File: config.mk
export PLATFORM = sky130hd
export DESIGN_NAME = gaussian_frame_ctrl
export DESIGN_NICKNAME = d
export VERILOG_FILES = /design/src/rtl/gaussian_pkg.sv /design/src/rtl/result_fifo.sv /design/src/rtl/gaussian_frame_ctrl.sv
export SDC_FILE = /design/constraint.sdc
export NUM_CORES = 1
export LEC_CHECK = 0
export ABC_AREA = 1
export BUFFER_PORTS_ARGS = -buffer_cell sky130_fd_sc_hd__buf_2
export CORE_MARGIN = 1
export CORE_UTILIZATION = 35
export CTS_CLUSTER_DIAMETER = 40
export CTS_CLUSTER_SIZE = 10
export DETAILED_ROUTE_END_ITERATION = 8
export PLACE_DENSITY = 0.52
export SETUP_SLACK_MARGIN = 0.5
export SKIP_LAST_GASP = 1
export SLEW_MARGIN = 25
export SYNTH_ARGS = -nofsm -noshare
export SYNTH_HDL_FRONTEND = slang
export SYNTH_HIERARCHICAL = 1
export SYNTH_SLANG_ARGS = --single-unit
File: constraint.sdc
create_clock -name clock -period 2.35 [get_ports clock]
set_input_delay 0.1175 -clock clock [delete_from_list [all_inputs] [get_ports clock]]
set_output_delay 0.1175 -clock clock [all_outputs]
set_load 0.02 [all_outputs]
File: src/rtl/gaussian_pkg.sv
// gaussian_pkg
// Shared definitions for the 5x5 Gaussian frame sequencer:
//   CLOG2      - constant ceil(log2(n)) used to size counters and ports
//   KERNEL     - window edge length
//   PAD        - extra scan positions per line/frame that flush the window
//   CENTER_OFF - offset from the scan position to the window centre
//   state_t    - sequencer states
package gaussian_pkg;

    function automatic int CLOG2(input int n);
        int r;
        r = 0;
        for (int i = 0; i < 31; i++) begin
            if ((1 << i) < n) r = i + 1;
        end
        return r;
    endfunction

    localparam int KERNEL     = 5;
    localparam int PAD        = KERNEL - 1;
    localparam int CENTER_OFF = KERNEL / 2;

    typedef enum logic [1:0] {
        IDLE  = 2'd0,
        RUN   = 2'd1,
        DRAIN = 2'd2
    } state_t;

endpackage

File: src/rtl/result_fifo.sv
// result_fifo
// Small synchronous FIFO holding operator results until downstream pops them.
// A push and a pop in the same cycle both take effect, also when full.
// Ports:
//   clk, rst_n    - clock, asynchronous active-low reset (empties the FIFO)
//   push, din     - write request and data
//   pop           - read request; ignored when empty
//   dout          - head entry (undefined when empty)
//   count         - number of stored entries
//   full, empty   - status flags
module result_fifo
    import gaussian_pkg::*;
#(
    parameter  int DEPTH  = 4,
    parameter  int DWIDTH = 8,
    localparam int CW     = CLOG2(DEPTH + 1),
    localparam int AW     = (CLOG2(DEPTH) > 0) ? CLOG2(DEPTH) : 1
) (
    input  logic              clk,
    input  logic              rst_n,
    input  logic              push,
    input  logic              pop,
    input  logic [DWIDTH-1:0] din,
    output logic [DWIDTH-1:0] dout,
    output logic [CW-1:0]     count,
    output logic              full,
    output logic              empty
);

    logic [DWIDTH-1:0] r_mem [DEPTH];
    logic [AW-1:0]     r_wptr;
    logic [AW-1:0]     r_rptr;
    logic [CW-1:0]     r_count;
    logic              w_do_push;
    logic              w_do_pop;

    // Pointers wrap explicitly so DEPTH need not be a power of two.
    function automatic logic [AW-1:0] ptr_inc(input logic [AW-1:0] p);
        return (p == AW'(DEPTH - 1)) ? '0 : p + AW'(1);
    endfunction

    assign empty     = (r_count == '0);
    assign full      = (r_count == CW'(DEPTH));
    assign w_do_pop  = pop && !empty;
    assign w_do_push = push && (!full || w_do_pop);
    assign count     = r_count;
    assign dout      = r_mem[r_rptr];

    always_ff @(posedge clk or negedge rst_n) begin
        if (!rst_n) begin
            r_wptr  <= '0;
            r_rptr  <= '0;
            r_count <= '0;
        end else begin
            if (w_do_push) r_wptr <= ptr_inc(r_wptr);
            if (w_do_pop)  r_rptr <= ptr_inc(r_rptr);
            if (w_do_push && !w_do_pop)      r_count <= r_count + CW'(1);
            else if (!w_do_push && w_do_pop) r_count <= r_count - CW'(1);
        end
    end

    // Storage carries no reset; only entries below count are ever observed.
    always_ff @(posedge clk) begin
        if (w_do_push) r_mem[r_wptr] <= din;
    end

endmodule

File: src/rtl/gaussian_frame_ctrl.sv
// gaussian_frame_ctrl
// Walks the padded (IMG_WIDTH+4) x (IMG_HEIGHT+4) window scan for the 5x5
// Gaussian operator, pulling source pixels at active positions and inserting
// flush positions elsewhere. Each productive position is tracked through the
// operator latency and its result is captured in a credit-protected FIFO.
// Ports:
//   clock, reset  - clock, asynchronous active-low reset
//   start         - frame start pulse, honoured only when idle
//   in_valid      - source pixel valid; in_ready - pixel accepted (with in_valid)
//   shift_en      - advance window/line buffers one position
//   x, y          - scan coordinate of the window currently held
//   op_out        - operator result, OP_LATENCY cycles after x/y
//   out_data/out_valid/out_ready - result FIFO head handshake
//   busy          - sequencer not idle
//   frame_done    - one-cycle pulse once the last result has left the FIFO
module gaussian_frame_ctrl
    import gaussian_pkg::*;
#(
    parameter  int IMG_WIDTH  = 720,
    parameter  int IMG_HEIGHT = 540,
    parameter  int DWIDTH     = 8,
    parameter  int OP_LATENCY = 1,
    parameter  int FIFO_DEPTH = 4,
    localparam int XW         = CLOG2(IMG_WIDTH + 5),
    localparam int YW         = CLOG2(IMG_HEIGHT + 5)
) (
    input  logic              clock,
    input  logic              reset,
    input  logic              start,
    input  logic              in_valid,
    output logic              in_ready,
    output logic              shift_en,
    output logic [XW-1:0]     x,
    output logic [YW-1:0]     y,
    input  logic [DWIDTH-1:0] op_out,
    output logic [DWIDTH-1:0] out_data,
    output logic              out_valid,
    input  logic              out_ready,
    output logic              busy,
    output logic              frame_done
);

    localparam int CW = CLOG2(FIFO_DEPTH + 1);

    localparam logic [XW-1:0] X_LAST  = XW'(IMG_WIDTH + PAD - 1);
    localparam logic [YW-1:0] Y_LAST  = YW'(IMG_HEIGHT + PAD - 1);
    localparam logic [XW-1:0] X_ACT   = XW'(IMG_WIDTH);
    localparam logic [YW-1:0] Y_ACT   = YW'(IMG_HEIGHT);
    localparam logic [XW-1:0] X_P_LO  = XW'(CENTER_OFF);
    localparam logic [YW-1:0] Y_P_LO  = YW'(CENTER_OFF);
    localparam logic [XW-1:0] X_P_HI  = XW'(IMG_WIDTH + CENTER_OFF - 1);
    localparam logic [YW-1:0] Y_P_HI  = YW'(IMG_HEIGHT + CENTER_OFF - 1);
    localparam logic [CW:0]   CREDITS = (CW + 1)'(FIFO_DEPTH);

    state_t              r_state;
    state_t              w_state_nxt;
    logic [XW-1:0]       r_px;
    logic [YW-1:0]       r_py;
    logic [XW-1:0]       r_x;
    logic [YW-1:0]       r_y;
    logic [OP_LATENCY:0] r_vpipe;

    logic                w_need_in;
    logic                w_prod;
    logic                w_last_pos;
    logic [CW:0]         w_inflight;
    logic                w_credit_ok;
    logic                w_shift_en;
    logic                w_in_ready;
    logic                w_frame_done;
    logic [CW-1:0]       w_fifo_count;
    logic                w_fifo_full;
    logic                w_fifo_empty;

    assign w_need_in  = (r_px < X_ACT) && (r_py < Y_ACT);
    assign w_prod     = (r_px >= X_P_LO) && (r_px <= X_P_HI) &&
                        (r_py >= Y_P_LO) && (r_py <= Y_P_HI);
    assign w_last_pos = (r_px == X_LAST) && (r_py == Y_LAST);

    // Results already in the pipe hold a FIFO slot, so the pipe never has to
    // stall and the unbuffered operator output is always captured.
    always_comb begin
        w_inflight = '0;
        for (int i = 0; i <= OP_LATENCY; i++) begin
            w_inflight = w_inflight + (CW + 1)'(r_vpipe[i]);
        end
    end

    // The full check is implied by the credit sum; it is kept as a cheap guard.
    assign w_credit_ok = ((w_inflight + (CW + 1)'(w_fifo_count)) < CREDITS) && !w_fifo_full;

    always_ff @(posedge clock or negedge reset) begin
        if (!reset) r_state <= IDLE;
        else        r_state <= w_state_nxt;
    end

    always_comb begin
        w_state_nxt  = r_state;
        w_shift_en   = 1'b0;
        w_in_ready   = 1'b0;
        w_frame_done = 1'b0;
        case (r_state)
            IDLE: begin
                if (start) w_state_nxt = RUN;
            end
            RUN: begin
                w_in_ready = w_credit_ok && w_need_in;
                w_shift_en = w_credit_ok && (!w_need_in || in_valid);
                if (w_shift_en && w_last_pos) w_state_nxt = DRAIN;
            end
            DRAIN: begin
                if ((r_vpipe == '0) && w_fifo_empty) begin
                    w_frame_done = 1'b1;
                    w_state_nxt  = IDLE;
                end
            end
            default: w_state_nxt = IDLE;
        endcase
    end

    // Scan position and the coordinate of the window now held downstream.
    always_ff @(posedge clock or negedge reset) begin
        if (!reset) begin
            r_px <= '0;
            r_py <= '0;
            r_x  <= '0;
            r_y  <= '0;
        end else if ((r_state == IDLE) && start) begin
            r_px <= '0;
            r_py <= '0;
        end else if (w_shift_en) begin
            r_x <= r_px;
            r_y <= r_py;
            if (r_px == X_LAST) begin
                r_px <= '0;
                r_py <= (r_py == Y_LAST) ? '0 : r_py + YW'(1);
            end else begin
                r_px <= r_px + XW'(1);
            end
        end
    end

    // Stage 0 marks a productive shift; the last stage coincides with op_out.
    always_ff @(posedge clock or negedge reset) begin
        if (!reset) begin
            r_vpipe <= '0;
        end else begin
            r_vpipe[0] <= w_shift_en && w_prod;
            for (int i = 1; i <= OP_LATENCY; i++) begin
                r_vpipe[i] <= r_vpipe[i-1];
            end
        end
    end

    result_fifo #(
        .DEPTH  (FIFO_DEPTH),
        .DWIDTH (DWIDTH)
    ) u_result_fifo (
        .clk   (clock),
        .rst_n (reset),
        .push  (r_vpipe[OP_LATENCY]),
        .pop   (out_ready),
        .din   (op_out),
        .dout  (out_data),
        .count (w_fifo_count),
        .full  (w_fifo_full),
        .empty (w_fifo_empty)
    );

    assign in_ready   = w_in_ready;
    assign shift_en   = w_shift_en;
    assign x          = r_x;
    assign y          = r_y;
    assign out_valid  = !w_fifo_empty;
    assign busy       = (r_state != IDLE);
    assign frame_done = w_frame_done;

endmodule

==> metrics.md <==
| Metric | Value |
|---|---|
| Total area of multi-input combinational cells | `1836 um^2` |
| Hold Startpoint | `out_ready` |
| Pre-Repair DR Iteration Count | `4` |
| CORE AREA | `12110 um^2` |
| Via density | `4.558` |
| Cell area after synthesis | `4387 um^2` |
| EDFF count, synth | `32` |
| Depth of the most critical reg-to-reg path | `11` |
| Filler cell count | `1204` |
| Post-synthesis sequential area ratio | `51.00%` |
| Leak | `2.479 nW` |
| Largest net degree at the start of global routing | `36` |
| DP HPWL | `6760 um` |
| Count of final setup violators | `0` |
| Area share of the largest cell type after synthesis | `29.09%` |
| Outcome | `finished clean` |
| RSZ-0062 raised after global routing | `true` |
| Top-count cell post-synth | `nand2_1` |
| Overall power | `3.681 mW` |
| Clock slew at reported path FFs | `0.06 ns` |
| Synth unique cells | `39` |
| Final Skew | `0.01046 ns` |
| 1st-iter DRT viols | `148` |
| Routed Antenna Nets | `0` |
| DR WL met3 | `345 um` |
| Ys flop type | `dfrtp_1` |
| CP Launch Type | `register` |
| CTS tree | `done` |
| Power per cell area | `681.4 nW/um^2` |
| #FFs+latches synth | `83` |
| R2R Setup Slk | `0.56 ns` |
| Detailed-route wire length per cell | `12.85 um` |
| GR Overflow Total | `0` |
| Area delta synth->final | `23.16%` |
| Root Buffer | `clkbuf_16` |
| Pre-CTS setup slack | `0.3744 ns` |
| Clock latency on the worst-skew pair | `0.34 ns` |
| Critical setup path kind | `register to output pin` |
| Reg2reg start | `u_result_fifo/count[0]` |
| Max VDD drop | `0.2979 mV` |
| Overall die height | `114.0 um` |
| Max layer used | `met4` |
| Clock tree buffer depth | `2` |
| Setup TNS | `0 ns` |
| Worst rel slew slack | `67.48%` |
| Async set or reset register ratio after synthesis | `61.45%` |
| Final hold violation count | `0` |
| Period utilization | `78.19%` |
| GPL Wtd Cong | `0.8159` |
| Post-layout util | `44.61%` |
| Io pins | `46` |
| Synth Area per Inst | `9.177 um^2` |
| Max_cap viols | `0` |
| Die W | `114.0 um` |
| Metal2 WL | `4556 um` |
| Ant diodes | `0` |
| Worst setup EP type | `output pin` |
| Sequential Area | `2242 um^2` |
| Fraction of layout cells with a size suffix above 1 | `27.55%` |
| Post-synth top cells | `127 x nand2_1, 58 x inv_1, 51 x dfrtp_1` |
| Clock Sinks | `83` |
| YS warnings | `6` |
| Post-Route WL | `9343 um` |
| Worst Tran Pin Value | `0.4878 ns` |
| Total CTS buffers | `9` |
| Fin nets | `581` |
| Die ar. | `12980 um^2` |
| GRT Overall Usage | `15.64%` |
| Max Slew Vio Count | `0` |
| Hold Crit Depth | `3` |
| Htree depth | `3` |
| First-pass GRT wire length | `15840 um` |
| Hold Crit Class | `input pin to register` |
| WP data required | `2.23 ns` |
| Initial Util | `36.22%` |
| Reg-to-Reg End | `u_result_fifo/count[2]` |
| PnR worst setup slack | `0.5125 ns` |
| Initial antenna violation count | `0` |
| WHS Endpoint | `u_result_fifo/r_rptr[1]` |
| Met1 WL | `4303 um` |
| Max frequency | `0.5442 GHz` |
| Critical path arrival | `1.72 ns` |
| Largest cells by area after synthesis | `dfrtp_1 29%, edfxtp_1 22%, nand2_1 11%, inv_1 5.0%, ha_1 3.7%` |
| Syn nets | `505` |
| Vias | `3314` |
| Remaining DRCs | `0` |
| Post-Synthesis Cells | `478` |
| Min cycle time layout | `1.837 ns` |
| Synth area leader | `dfrtp_1` |
| Number of I/O port buffers | `45` |
| CP max FO | `2` |
| Vias in the first global route | `3288` |
| FP Rows | `40` |
==> layout by cell type, fill, tap and decap left out, drive strengths merged <==
master	n
nor2	42
o211ai	8
nor3	9
a21oi	13
nand2	135
bufinv	1
buf	71
and3	1
nand3b	1
o21ai	37
clkinv	4
dfrtp	51
nand3	34
nand4	9
or2	3
dlygate4sd3	9
ha	13
xor2	9
xnor2	1
clkbuf	10
inv	63
edfxtp	32
a21boi	1
fa	1
o31ai	1
==> critical path: stages (launching register included) <==
cell	delay, ns
dfrtp_1	0.41
ha_4	0.24
a21oi_2	0.14
nor2_2	0.07
nor3_4	0.17
nand2_4	0.09
buf_8	0.14
clkinv_8	0.04
buf_8	0.09
==> worst max path at each step <==
stage	start	endpoint	slack, ns	depth (start not counted)
6_report	r_vpipe[0]	shift_en	0.51	8
2_1_floorplan	u_result_fifo/count[0]	u_result_fifo/count[1]	0.64	9
3_5_place_dp	u_result_fifo/count[0]	r_py[3]	0.37	9
3_3_place_gp	u_result_fifo/count[0]	r_py[7]	0.45	9
5_1_grt	r_vpipe[0]	in_ready	0.42	6
4_1_cts	r_vpipe[0]	shift_en	0.47	8
==> kinds of logic (layout without fill, tap and decap cells) <==
group	after synthesis	after routing	share of synthesized area, %
AO/OA/AOI/OAI	60	60	8.871
XOR/XNOR	10	10	1.997
adder cells (fa/ha/maj)	14	14	4.164
buffers and inverters	77	158	8.756
flip-flops	83	83	51.00
AND/OR/NAND/NOR	234	234	25.21
==> registers in the layout (all words and copies together) (netlist names) <==
register / cells
u_result_fifo/r_rptr: 2
r_py: 10
u_result_fifo/count: 3
y: 10
r_px: 10
u_result_fifo/r_mem: 32
r_vpipe: 2
x: 10
r_state: 2
u_result_fifo/r_wptr: 2
==> routing by layer <==
layer,vias to the layer above,track usage (%)
li1,1699,-
met1,1552,19.95
met2,50,25.41
met3,13,3.985
met4,0,6.234
met5,-,0
==> report_power, final <==
part           internal [mW]  switching [mW]  leakage (nW)
registers               1.61          0.0946         0.972
logic                  0.201           0.339          1.36
clock network          0.837           0.604         0.148
==> cell type report <==
class | instances | share of cell area, %
Clock buffer | 10 | 4.238
Clock inverter | 6 | 1.366
Inverter | 62 | 4.539
Multi-Input combinational cell | 318 | 33.97
Sequential cell | 83 | 41.50
Tap cell | 168 | 3.891
Timing Repair Buffer | 80 | 10.49
==> per-stage QoR <==
step | std cells | hold slack (ns) | cell area, um^2
2_1_floorplan | 478 | -0.1781 | 4387
3_3_place_gp | 687 | 0.1209 | 4753
3_5_place_dp | 687 | 0.1161 | 4753
4_1_cts | 721 | 0.07524 | 5301
5_1_grt | 727 | 0.08594 | 5403
6_report | 727 | 0.07916 | 5403
==> what timing repair did <==
item / in CTS / in global routing
resized for setup: 26 / 14
buffers inserted: 9 / 6
pin swaps: 7 / 4
setup endpoints to repair: 16 / 27
endpoints found under the hold margin: 51 / 0
hold buffers: 9 / 0
Power figures use the tool's default switching activity.
